`config.mk`:
```
export PLATFORM = sky130hd
export DESIGN_NAME = ppl_lane_sched
export DESIGN_NICKNAME = d
export VERILOG_FILES = /design/src/rtl/ppl_pkg.sv /design/src/rtl/ppl_rr_arb.sv /design/src/rtl/ppl_lane_sched.sv
export SDC_FILE = /design/constraint.sdc
export NUM_CORES = 2
export LEC_CHECK = 0
export BUFFER_PORTS_ARGS = -buffer_cell sky130_fd_sc_hd__clkbuf_2
export CAP_MARGIN = 0
export CORE_ASPECT_RATIO = 0.75
export CORE_MARGIN = 10
export CORE_UTILIZATION = 32
export DETAILED_ROUTE_END_ITERATION = 6
export GPL_ROUTABILITY_DRIVEN = 0
export GPL_TIMING_DRIVEN = 0
export HOLD_SLACK_MARGIN = 0.15
export SLEW_MARGIN = 20
export SYNTH_ARGS = -nofsm -noshare
export SYNTH_HDL_FRONTEND = slang
export SYNTH_SLANG_ARGS = --single-unit
```
`constraint.sdc`:
```
create_clock -name clk_ppl -period 68.6 [get_ports clk_ppl]
set_clock_uncertainty 0.2 [all_clocks]
set_input_delay 13.72 -clock clk_ppl [delete_from_list [all_inputs] [get_ports clk_ppl]]
set_output_delay 13.72 -clock clk_ppl [all_outputs]
set_load 0.01 [all_outputs]
```
`src/rtl/ppl_pkg.sv`:
```
// ppl_pkg: shared state enum, ROB entry layout and default
// frame/width constants for the ppl pipeline family.
package ppl_pkg;

  localparam int PPL_H_DISP = 1280;
  localparam int PPL_V_DISP = 720;
  localparam int PPL_ADDR_W = 20;
  localparam int PPL_BLK_W  = 15;
  localparam int PPL_TEX_W  = 13;

  typedef enum logic [1:0] {
    IDLE,
    RUN,
    DRAIN,
    VSYNC
  } ppl_state_e;

  typedef struct packed {
    logic [PPL_ADDR_W-1:0] pix;
    logic [PPL_BLK_W-1:0]  blk;
    logic [PPL_TEX_W-1:0]  tex;
  } rob_entry_t;

endpackage

```
`src/rtl/ppl_rr_arb.sv`:
```
// ppl_rr_arb: N-wide round-robin arbiter, grants the first
// requester at or after ptr (one-hot, zero when no request).
module ppl_rr_arb #(
  parameter int N = 4,
  localparam int PW = (N > 1) ? $clog2(N) : 1
) (
  input  logic [N-1:0]  req,
  input  logic [PW-1:0] ptr,
  output logic [N-1:0]  grant
);

  logic          w_found;
  logic [PW-1:0] w_idx;

  // scan requesters starting at ptr, take the first one
  always_comb begin
    grant   = '0;
    w_found = 1'b0;
    w_idx   = '0;
    for (int k = 0; k < N; k++) begin
      w_idx = PW'((int'(ptr) + k) % N);
      if (!w_found && req[w_idx]) begin
        grant[w_idx] = 1'b1;
        w_found      = 1'b1;
      end
    end
  end

endmodule

```
`src/rtl/ppl_lane_sched.sv`:
```
// ppl_lane_sched: raster-order issue to LANES ray lanes, ROB
// reorder, in-order retire, vs per frame. PPL_PERF_EN adds perf ports.
module ppl_lane_sched
  import ppl_pkg::*;
#(
  parameter int H_DISP    = PPL_H_DISP,
  parameter int V_DISP    = PPL_V_DISP,
  parameter int LANES     = 4,
  parameter int ROB_DEPTH = 16,
  parameter int ADDR_W    = PPL_ADDR_W,
  parameter int BLK_W     = PPL_BLK_W,
  parameter int TEX_W     = PPL_TEX_W,
  localparam int TAG_W    = $clog2(ROB_DEPTH)
) (
  input  logic                   clk_ppl,
  input  logic                   rst,
  input  logic                   frame_start,
  input  logic [LANES-1:0]       lane_ready,
  output logic [LANES-1:0]       issue_valid,
  output logic [ADDR_W-1:0]      issue_pixel_addr,
  output logic [TAG_W-1:0]       issue_tag,
  input  logic [LANES-1:0]       done_valid,
  input  logic [LANES*TAG_W-1:0] done_tag,
  input  logic [LANES*BLK_W-1:0] done_block_addr,
  input  logic [LANES*TEX_W-1:0] done_texture_addr,
  output logic                   out_valid,
  input  logic                   out_ready,
  output logic [ADDR_W-1:0]      pixel_addr_out,
  output logic [BLK_W-1:0]       block_addr,
  output logic [TEX_W-1:0]       texture_addr,
  output logic                   vs,
  output logic                   busy,
  output logic                   err_tag
`ifdef PPL_PERF_EN
  ,
  output logic [31:0]            perf_frame_cycles,
  output logic [31:0]            perf_stall_cycles
`endif
);

  localparam int PW = (LANES > 1) ? $clog2(LANES) : 1;
  localparam logic [ADDR_W-1:0] LAST_PIX =
    ADDR_W'(H_DISP * V_DISP - 1);

  typedef struct packed {
    logic [ADDR_W-1:0] pix;
    logic [BLK_W-1:0]  blk;
    logic [TEX_W-1:0]  tex;
  } ent_t;

  ppl_state_e r_state;
  ppl_state_e w_state_nxt;

  logic [TAG_W:0]       r_head;
  logic [TAG_W:0]       r_tail;
  logic [TAG_W-1:0]     w_hidx;
  logic [TAG_W-1:0]     w_tidx;
  logic [ROB_DEPTH-1:0] r_outst;
  logic [ROB_DEPTH-1:0] r_valid;
  ent_t                 r_ent [ROB_DEPTH];

  logic [ADDR_W-1:0] r_pix;
  logic [PW-1:0]     r_rr;
  logic [PW-1:0]     w_rr_nxt;
  logic [PW-1:0]     w_gidx;
  logic [LANES-1:0]  w_grant;
  logic [TAG_W-1:0]  w_dtag [LANES];

  logic w_full;
  logic w_empty;
  logic w_retire;
  logic w_can_issue;
  logic w_xfer;
  logic w_last;

  logic r_out_valid;
  ent_t r_out;
  logic r_err;

  assign w_hidx  = r_head[TAG_W-1:0];
  assign w_tidx  = r_tail[TAG_W-1:0];
  assign w_full  = (r_head[TAG_W] != r_tail[TAG_W])
                && (w_hidx == w_tidx);
  assign w_empty = (r_head == r_tail);

  // a full ROB still issues when its head leaves this cycle
  assign w_retire    = r_valid[w_hidx]
                    && (!r_out_valid || out_ready);
  assign w_can_issue = (r_state == RUN)
                    && (!w_full || w_retire);

  ppl_rr_arb #(
    .N (LANES)
  ) u_arb (
    .req   (lane_ready),
    .ptr   (r_rr),
    .grant (w_grant)
  );

  assign issue_valid = w_can_issue ? w_grant : '0;
  assign w_xfer      = |(issue_valid & lane_ready);
  assign w_last      = (r_pix == LAST_PIX);

  // granted lane index and the round-robin pointer after it
  always_comb begin
    w_gidx = '0;
    for (int i = 0; i < LANES; i++) begin
      if (w_grant[i]) w_gidx = PW'(i);
    end
    if (int'(w_gidx) == LANES - 1) w_rr_nxt = '0;
    else w_rr_nxt = w_gidx + 1'b1;
  end

  // unpack per-lane completion tags
  always_comb begin
    for (int i = 0; i < LANES; i++) begin
      w_dtag[i] = done_tag[i*TAG_W +: TAG_W];
    end
  end

  // frame state register
  always_ff @(posedge clk_ppl or posedge rst) begin
    if (rst) r_state <= IDLE;
    else     r_state <= w_state_nxt;
  end

  // frame sequencing: run, drain outstanding rays, vsync pulse
  always_comb begin
    w_state_nxt = r_state;
    unique case (r_state)
      IDLE:    if (frame_start) w_state_nxt = RUN;
      RUN:     if (w_xfer && w_last) w_state_nxt = DRAIN;
      DRAIN:   if (w_empty && !r_out_valid) w_state_nxt = VSYNC;
      VSYNC:   w_state_nxt = IDLE;
      default: w_state_nxt = IDLE;
    endcase
  end

  // raster pixel counter and round-robin pointer
  always_ff @(posedge clk_ppl or posedge rst) begin
    if (rst) begin
      r_pix <= '0;
      r_rr  <= '0;
    end else begin
      if (r_state == IDLE && frame_start) begin
        r_pix <= '0;
      end else if (w_xfer) begin
        r_pix <= r_pix + 1'b1;
        r_rr  <= w_rr_nxt;
      end
    end
  end

  // reorder buffer: allocate on issue, fill on completion, free on retire
  always_ff @(posedge clk_ppl or posedge rst) begin
    if (rst) begin
      r_head  <= '0;
      r_tail  <= '0;
      r_outst <= '0;
      r_valid <= '0;
      r_err   <= 1'b0;
      for (int k = 0; k < ROB_DEPTH; k++) r_ent[k] <= '0;
    end else begin
      if (w_retire) begin
        r_valid[w_hidx] <= 1'b0;
        r_head          <= r_head + 1'b1;
      end
      if (w_xfer) begin
        r_outst[w_tidx]   <= 1'b1;
        r_ent[w_tidx].pix <= r_pix;
        r_tail            <= r_tail + 1'b1;
      end
      for (int i = 0; i < LANES; i++) begin
        if (done_valid[i]) begin
          if (r_outst[w_dtag[i]]) begin
            r_outst[w_dtag[i]]   <= 1'b0;
            r_valid[w_dtag[i]]   <= 1'b1;
            r_ent[w_dtag[i]].blk <=
              done_block_addr[i*BLK_W +: BLK_W];
            r_ent[w_dtag[i]].tex <=
              done_texture_addr[i*TEX_W +: TEX_W];
          end else begin
            r_err <= 1'b1;
          end
        end
      end
    end
  end

  // retire register: hold until the writer takes it
  always_ff @(posedge clk_ppl or posedge rst) begin
    if (rst) begin
      r_out_valid <= 1'b0;
      r_out       <= '0;
    end else if (w_retire) begin
      r_out_valid <= 1'b1;
      r_out       <= r_ent[w_hidx];
    end else if (out_ready) begin
      r_out_valid <= 1'b0;
    end
  end

  assign issue_pixel_addr = r_pix;
  assign issue_tag        = w_tidx;
  assign out_valid        = r_out_valid;
  assign pixel_addr_out   = r_out.pix;
  assign block_addr       = r_out.blk;
  assign texture_addr     = r_out.tex;
  assign vs               = (r_state == VSYNC);
  assign busy             = (r_state != IDLE);
  assign err_tag          = r_err;

`ifdef PPL_PERF_EN
  logic [31:0] r_frm_cnt;
  logic [31:0] r_stall_cnt;
  logic [31:0] r_perf_frm;
  logic [31:0] r_perf_stall;

  // frame/stall cycle counters, published at vsync
  always_ff @(posedge clk_ppl or posedge rst) begin
    if (rst) begin
      r_frm_cnt    <= '0;
      r_stall_cnt  <= '0;
      r_perf_frm   <= '0;
      r_perf_stall <= '0;
    end else if (r_state == IDLE && frame_start) begin
      r_frm_cnt   <= '0;
      r_stall_cnt <= '0;
    end else if (r_state == RUN || r_state == DRAIN) begin
      r_frm_cnt <= r_frm_cnt + 1'b1;
      if (r_state == RUN && (w_full || !(|lane_ready)))
        r_stall_cnt <= r_stall_cnt + 1'b1;
    end else if (r_state == VSYNC) begin
      r_perf_frm   <= r_frm_cnt;
      r_perf_stall <= r_stall_cnt;
      r_frm_cnt    <= '0;
      r_stall_cnt  <= '0;
    end
  end

  assign perf_frame_cycles = r_perf_frm;
  assign perf_stall_cycles = r_perf_stall;
`endif

endmodule

```
==> impl_results.html <==
<table>
<tr><th>Metric</th><th>Value</th></tr>
<tr><th colspan="2">Status</th></tr>
<tr><td>Run status</td><td>complete, but fails checks</td></tr>
<tr><td>Failing checks</td><td>DRC</td></tr>
<tr><th colspan="2">Cells and area</th></tr>
<tr><td>Share of the core filled with cells in the final layout</td><td>a little under two fifths</td></tr>
<tr><td>Net count, final</td><td>5734</td></tr>
<tr><td>P&amp;R area growth vs syn</td><td>13.7%</td></tr>
<tr><td>Ratio of cells with drive above 1 in the final layout</td><td>19.2%</td></tr>
<tr><td>Post-layout instance area</td><td>61700 um2</td></tr>
<tr><th colspan="2">Critical path</th></tr>
<tr><td>Worst flop-to-flop path endpoint</td><td>texture_addr[4]</td></tr>
<tr><td>Peak per-stage delay on the critical path</td><td>~720 ps</td></tr>
<tr><td>CP Launch Point</td><td>out_ready</td></tr>
<tr><td>Endpoint kind of the worst setup timing path</td><td>output pin</td></tr>
<tr><td>Maximum net fanout on the critical path</td><td>8</td></tr>
<tr><td>Logic depth of the worst register-to-register path</td><td>7</td></tr>
<tr><td>Ordered cell list for the critical path</td><td>clkbuf_2 &gt; nor2b_1 &gt; nor3_1 &gt; o41ai_4 &gt; nor2_1 &gt; clkbuf_2</td></tr>
<tr><td>Most common cell type on the critical path</td><td>clkbuf_2</td></tr>
<tr><td>Gate family responsible for the most delay along the worst path</td><td>simple AND/OR/NAND/NOR gates</td></tr>
<tr><td>Worst reg2reg path startpoint</td><td>r_head[0]</td></tr>
<tr><td>Internal reg-to-reg setup slack</td><td>63650 ps</td></tr>
<tr><td>Critical path startpoint category</td><td>primary input</td></tr>
<tr><td>Standard cell with the maximum stage delay on the critical path</td><td>o41ai_4</td></tr>
<tr><td>Required time reported for the critical path endpoint</td><td>54680 ps</td></tr>
<tr><td>Worst path bufs/invs</td><td>2</td></tr>
<tr><td>Data arrival time of the worst path</td><td>15540 ps</td></tr>
<tr><td>Worst Setup Path Type</td><td>primary input to output pin</td></tr>
<tr><th colspan="2">Die</th></tr>
<tr><td>Full die area</td><td>186000 um2</td></tr>
<tr><td>I/O pins</td><td>between 200 and 250</td></tr>
<tr><td>Die Width</td><td>roughly 500 um</td></tr>
<tr><td>Initial standard-cell utilization of the core</td><td>around 32%</td></tr>
<tr><td>Vert. Die Dim</td><td>376 um</td></tr>
<tr><td>Core Region</td><td>168000 um2</td></tr>
<tr><td>Number of placement rows</td><td>130</td></tr>
<tr><th colspan="2">Power and ir drop</th></tr>
<tr><td>Clock power share</td><td>22.1%</td></tr>
<tr><td>Sequential cell fraction of total power</td><td>32.2%</td></tr>
<tr><td>Logic gate share of total power</td><td>a little under half</td></tr>
<tr><td>Power per cell area</td><td>43.0 nW/um2</td></tr>
<tr><td>Cell internal pwr</td><td>1560 uW</td></tr>
<tr><td>Switching share of power</td><td>41.1%</td></tr>
<tr><td>Net Switching</td><td>1090 uW</td></tr>
<tr><td>Standby leakage power</td><td>0.0280 uW</td></tr>
<tr><td>Worst VDD drop</td><td>0.0247 mV</td></tr>
<tr><th colspan="2">Synth</th></tr>
<tr><td>Syn Std Cell Area</td><td>54200 um2</td></tr>
<tr><td>Synthesized instance count</td><td>5327</td></tr>
<tr><td>Synthesized Nets</td><td>5487</td></tr>
<tr><td>Average footprint of a synthesized cell</td><td>10.2 um2</td></tr>
<tr><td>Number of distinct library cells after synthesis</td><td>63</td></tr>
<tr><td>Number of flops mapped to enable cells by yosys</td><td>0</td></tr>
<tr><td>Share of synthesized area occupied by flip-flops and latches</td><td>~40%</td></tr>
<tr><td>Warning count from the yosys run</td><td>0</td></tr>
<tr><td>Post-synth ARST share</td><td>100%</td></tr>
<tr><td>Dominant register cell in the synthesized netlist</td><td>dfrtp_1</td></tr>
<tr><td>Number of flip-flops and latches in the synthesized netlist</td><td>884</td></tr>
<tr><th colspan="2">Timing</th></tr>
<tr><td>Tightest slew margin relative to the limit</td><td>about an eighth</td></tr>
<tr><td>Slew at the pin closest to its max-slew limit</td><td>1320 ps</td></tr>
<tr><td>Final number of max-transition violations</td><td>0</td></tr>
<tr><td>Setup TNS</td><td>0 ps</td></tr>
<tr><td>Setup-failing EPs final</td><td>0</td></tr>
<tr><td>Crit share post-route</td><td>42.9%</td></tr>
<tr><td>Peak clock frequency supported by timing</td><td>between 30 and 40 MHz</td></tr>
<tr><td>Final worst path period need</td><td>29460 ps</td></tr>
<tr><td>Count of endpoints failing hold in the final timing report</td><td>0</td></tr>
<tr><td>Setup repair after global routing missed its margin</td><td>no</td></tr>
<tr><th colspan="2">Routing</th></tr>
<tr><td>Count of routing violations after the opening detailed-route iteration</td><td>roughly 9800</td></tr>
<tr><td>Residual DRC</td><td>roughly 300</td></tr>
<tr><td>Routed Wire Length</td><td>268000 um</td></tr>
<tr><td>Via density per instance</td><td>6.52</td></tr>
<tr><td>Detailed-router iteration count before antenna repair</td><td>7</td></tr>
<tr><td>Per-cell routed wire length</td><td>33.7 um</td></tr>
<tr><td>Detail Route Antenna Nets</td><td>0</td></tr>
<tr><td>Via count of the routed design</td><td>about 52000</td></tr>
<tr><th colspan="2">CTS</th></tr>
<tr><td>Number of gates resized after CTS</td><td>0</td></tr>
<tr><td>Number of buffers on the longest clock path</td><td>3</td></tr>
<tr><td>Number of clock sinks</td><td>roughly 880</td></tr>
<tr><td>CTS tree</td><td>done</td></tr>
<tr><td>Clock network latency to the later pin of the worst-skew pair</td><td>770 ps</td></tr>
<tr><td>Number of levels in the clock H-tree</td><td>3</td></tr>
<tr><td>Number of buffers created by CTS</td><td>102</td></tr>
<tr><td>Root buffer cell</td><td>clkbuf_16</td></tr>
<tr><td>CTS clk-pin slew, worst paths</td><td>roughly 60 ps</td></tr>
<tr><td>Number of buffers inserted by hold repair at cts</td><td>0</td></tr>
<tr><td>Post-CTS setup buffers</td><td>0</td></tr>
<tr><th colspan="2">Global route</th></tr>
<tr><td>Global-route wire length before repair</td><td>372000 um</td></tr>
<tr><td>Antenna violations before repair</td><td>59</td></tr>
<tr><td>Vias in the first global route</td><td>48760</td></tr>
<tr><td>Maximum number of pins on one net before global-route repair</td><td>slightly below 100</td></tr>
<tr><td>Remaining global-route overflow</td><td>0</td></tr>
<tr><td>Tot GR Track Use</td><td>27.3%</td></tr>
<tr><th colspan="2">Hold path</th></tr>
<tr><td>Worst Hold Endpoint</td><td>r_valid[1]</td></tr>
<tr><td>Hold Crit Depth</td><td>1</td></tr>
<tr><td>Origin of the worst min-delay path</td><td>r_valid[1]</td></tr>
<tr><td>Worst min-delay path category</td><td>flop to flop</td></tr>
<tr><th colspan="2">Job</th></tr>
<tr><td>Max Cap Violations</td><td>0</td></tr>
<tr><th colspan="2">Place</th></tr>
<tr><td>Port-buffer cells</td><td>about 130</td></tr>
<tr><td>Placement-stage cell area</td><td>58000 um2</td></tr>
<tr><td>Placed wire-length estimate after detailed placement</td><td>194000 um</td></tr>
</table>
worst max-delay path by stage:
stage	end	slack, ps	depth (start not counted)
after floorplan	async pin	29830	1
after global placement	pixel_addr_out[12]	18260	2
after detailed placement	issue_valid[1]	39090	6
after CTS	issue_valid[1]	39100	6
after global routing	issue_valid[0]	39050	6
final	issue_valid[1]	39140	6
per-stage QoR:
stage / power (uW) / hold slack, ps / instances / setup WS, ps
after floorplan: 1560 / 245 / 5327 / 29830
after global placement: 1950 / 264 / 7699 / 18260
after detailed placement: 1980 / 271 / 7712 / 39090
after CTS: 2560 / 286 / 7901 / 39100
after global routing: 2710 / 305 / 7936 / 39050
final: 2650 / 292 / 7959 / 39140
power groups by stage:
| stage | logic [uW] | registers [uW] | clock network (uW) |
|---|---|---|---|
| detailed placement | 1130 | 841 | 0 |
| finish | 1210 | 853 | 584 |
| CTS | 1140 | 836 | 582 |
| floorplan | 769 | 788 | 0 |
| global placement | 1110 | 840 | 0 |
| global route | 1250 | 858 | 603 |
placed cells by master, fill, tap and decap left out, drive strengths merged, types with 6 or more instances in the layout:
cell type / netlist / layout
bufinv: 0 / 9
ha: 20 / 20
a211oi: 448 / 448
nand4: 15 / 15
nand3: 31 / 31
clkbuf: 444 / 730
and3b: 6 / 6
xnor2: 13 / 13
inv: 27 / 31
mux2: 372 / 372
o2111a: 8 / 8
nor3: 6 / 6
dfrtp: 884 / 884
or3: 9 / 9
a21oi: 696 / 696
o31ai: 6 / 6
nor3b: 6 / 6
nand2: 306 / 306
o21ai: 237 / 237
nand3b: 10 / 10
buf: 249 / 263
diode: 0 / 56
mux2i: 451 / 451
clkinv: 0 / 17
nor2: 730 / 730
or4: 7 / 7
and3: 10 / 10
mux4: 268 / 268
per-layer routing:
layer  vias up  global-route usage (%)  share of wire (%)
li1      19871                       -                  -
met1     25553                    33.6                 36
met2      5107                    36.4                 39
met3      1287                    16.5                 18
met4        38                    14.5                6.9
met5         -                    2.08               0.22
Yosys cell counts, types with 9 or more instances:
cell type | instances | area, um2
a211oi_1 | 448 | 3360
a21oi_1 | 696 | 3480
buf_1 | 163 | 612
buf_2 | 50 | 250
buf_4 | 15 | 113
buf_6 | 21 | 236
clkbuf_1 | 444 | 1670
dfrtp_1 | 884 | 22100
ha_1 | 20 | 250
inv_1 | 27 | 101
mux2_2 | 201 | 2260
mux2_4 | 171 | 2570
mux2i_1 | 451 | 4510
mux4_2 | 268 | 6040
nand2_1 | 306 | 1150
nand3_1 | 28 | 140
nand3b_1 | 10 | 75.1
nand4_1 | 15 | 93.8
nor2_1 | 727 | 2730
o21ai_0 | 237 | 1190
or3_1 | 9 | 56.3
xnor2_1 | 13 | 114
cells by family (layout without fill, tap and decap cells):
| logic type | Yosys count | after routing | share of synthesized area (%) |
|---|---|---|---|
| DFF | 884 | 884 | 40.8 |
| buffers and inverters | 720 | 1052 | 5.49 |
| muxes | 1091 | 1091 | 28.4 |
| adders and majority gates | 20 | 20 | 0.462 |
| xor gates and xnor gates | 14 | 14 | 0.226 |
| and+or+nand+nor | 1156 | 1156 | 8.72 |
| AOI/OAI and AO/OA | 1442 | 1442 | 15.9 |
| other | 0 | 56 | 0 |
cell type report:
class	count	area (um2)
Inverter	27	109
Clock inverter	32	413
Clock buffer	157	3010
Fill cell	16568	106000
Sequential cell	884	22100
Tap cell	2244	2810
Antenna cell	56	140
Timing Repair Buffer	143	1000
Multi-Input combinational cell	3723	29100
Buffer	693	2920
Power figures use the tool's default switching activity.
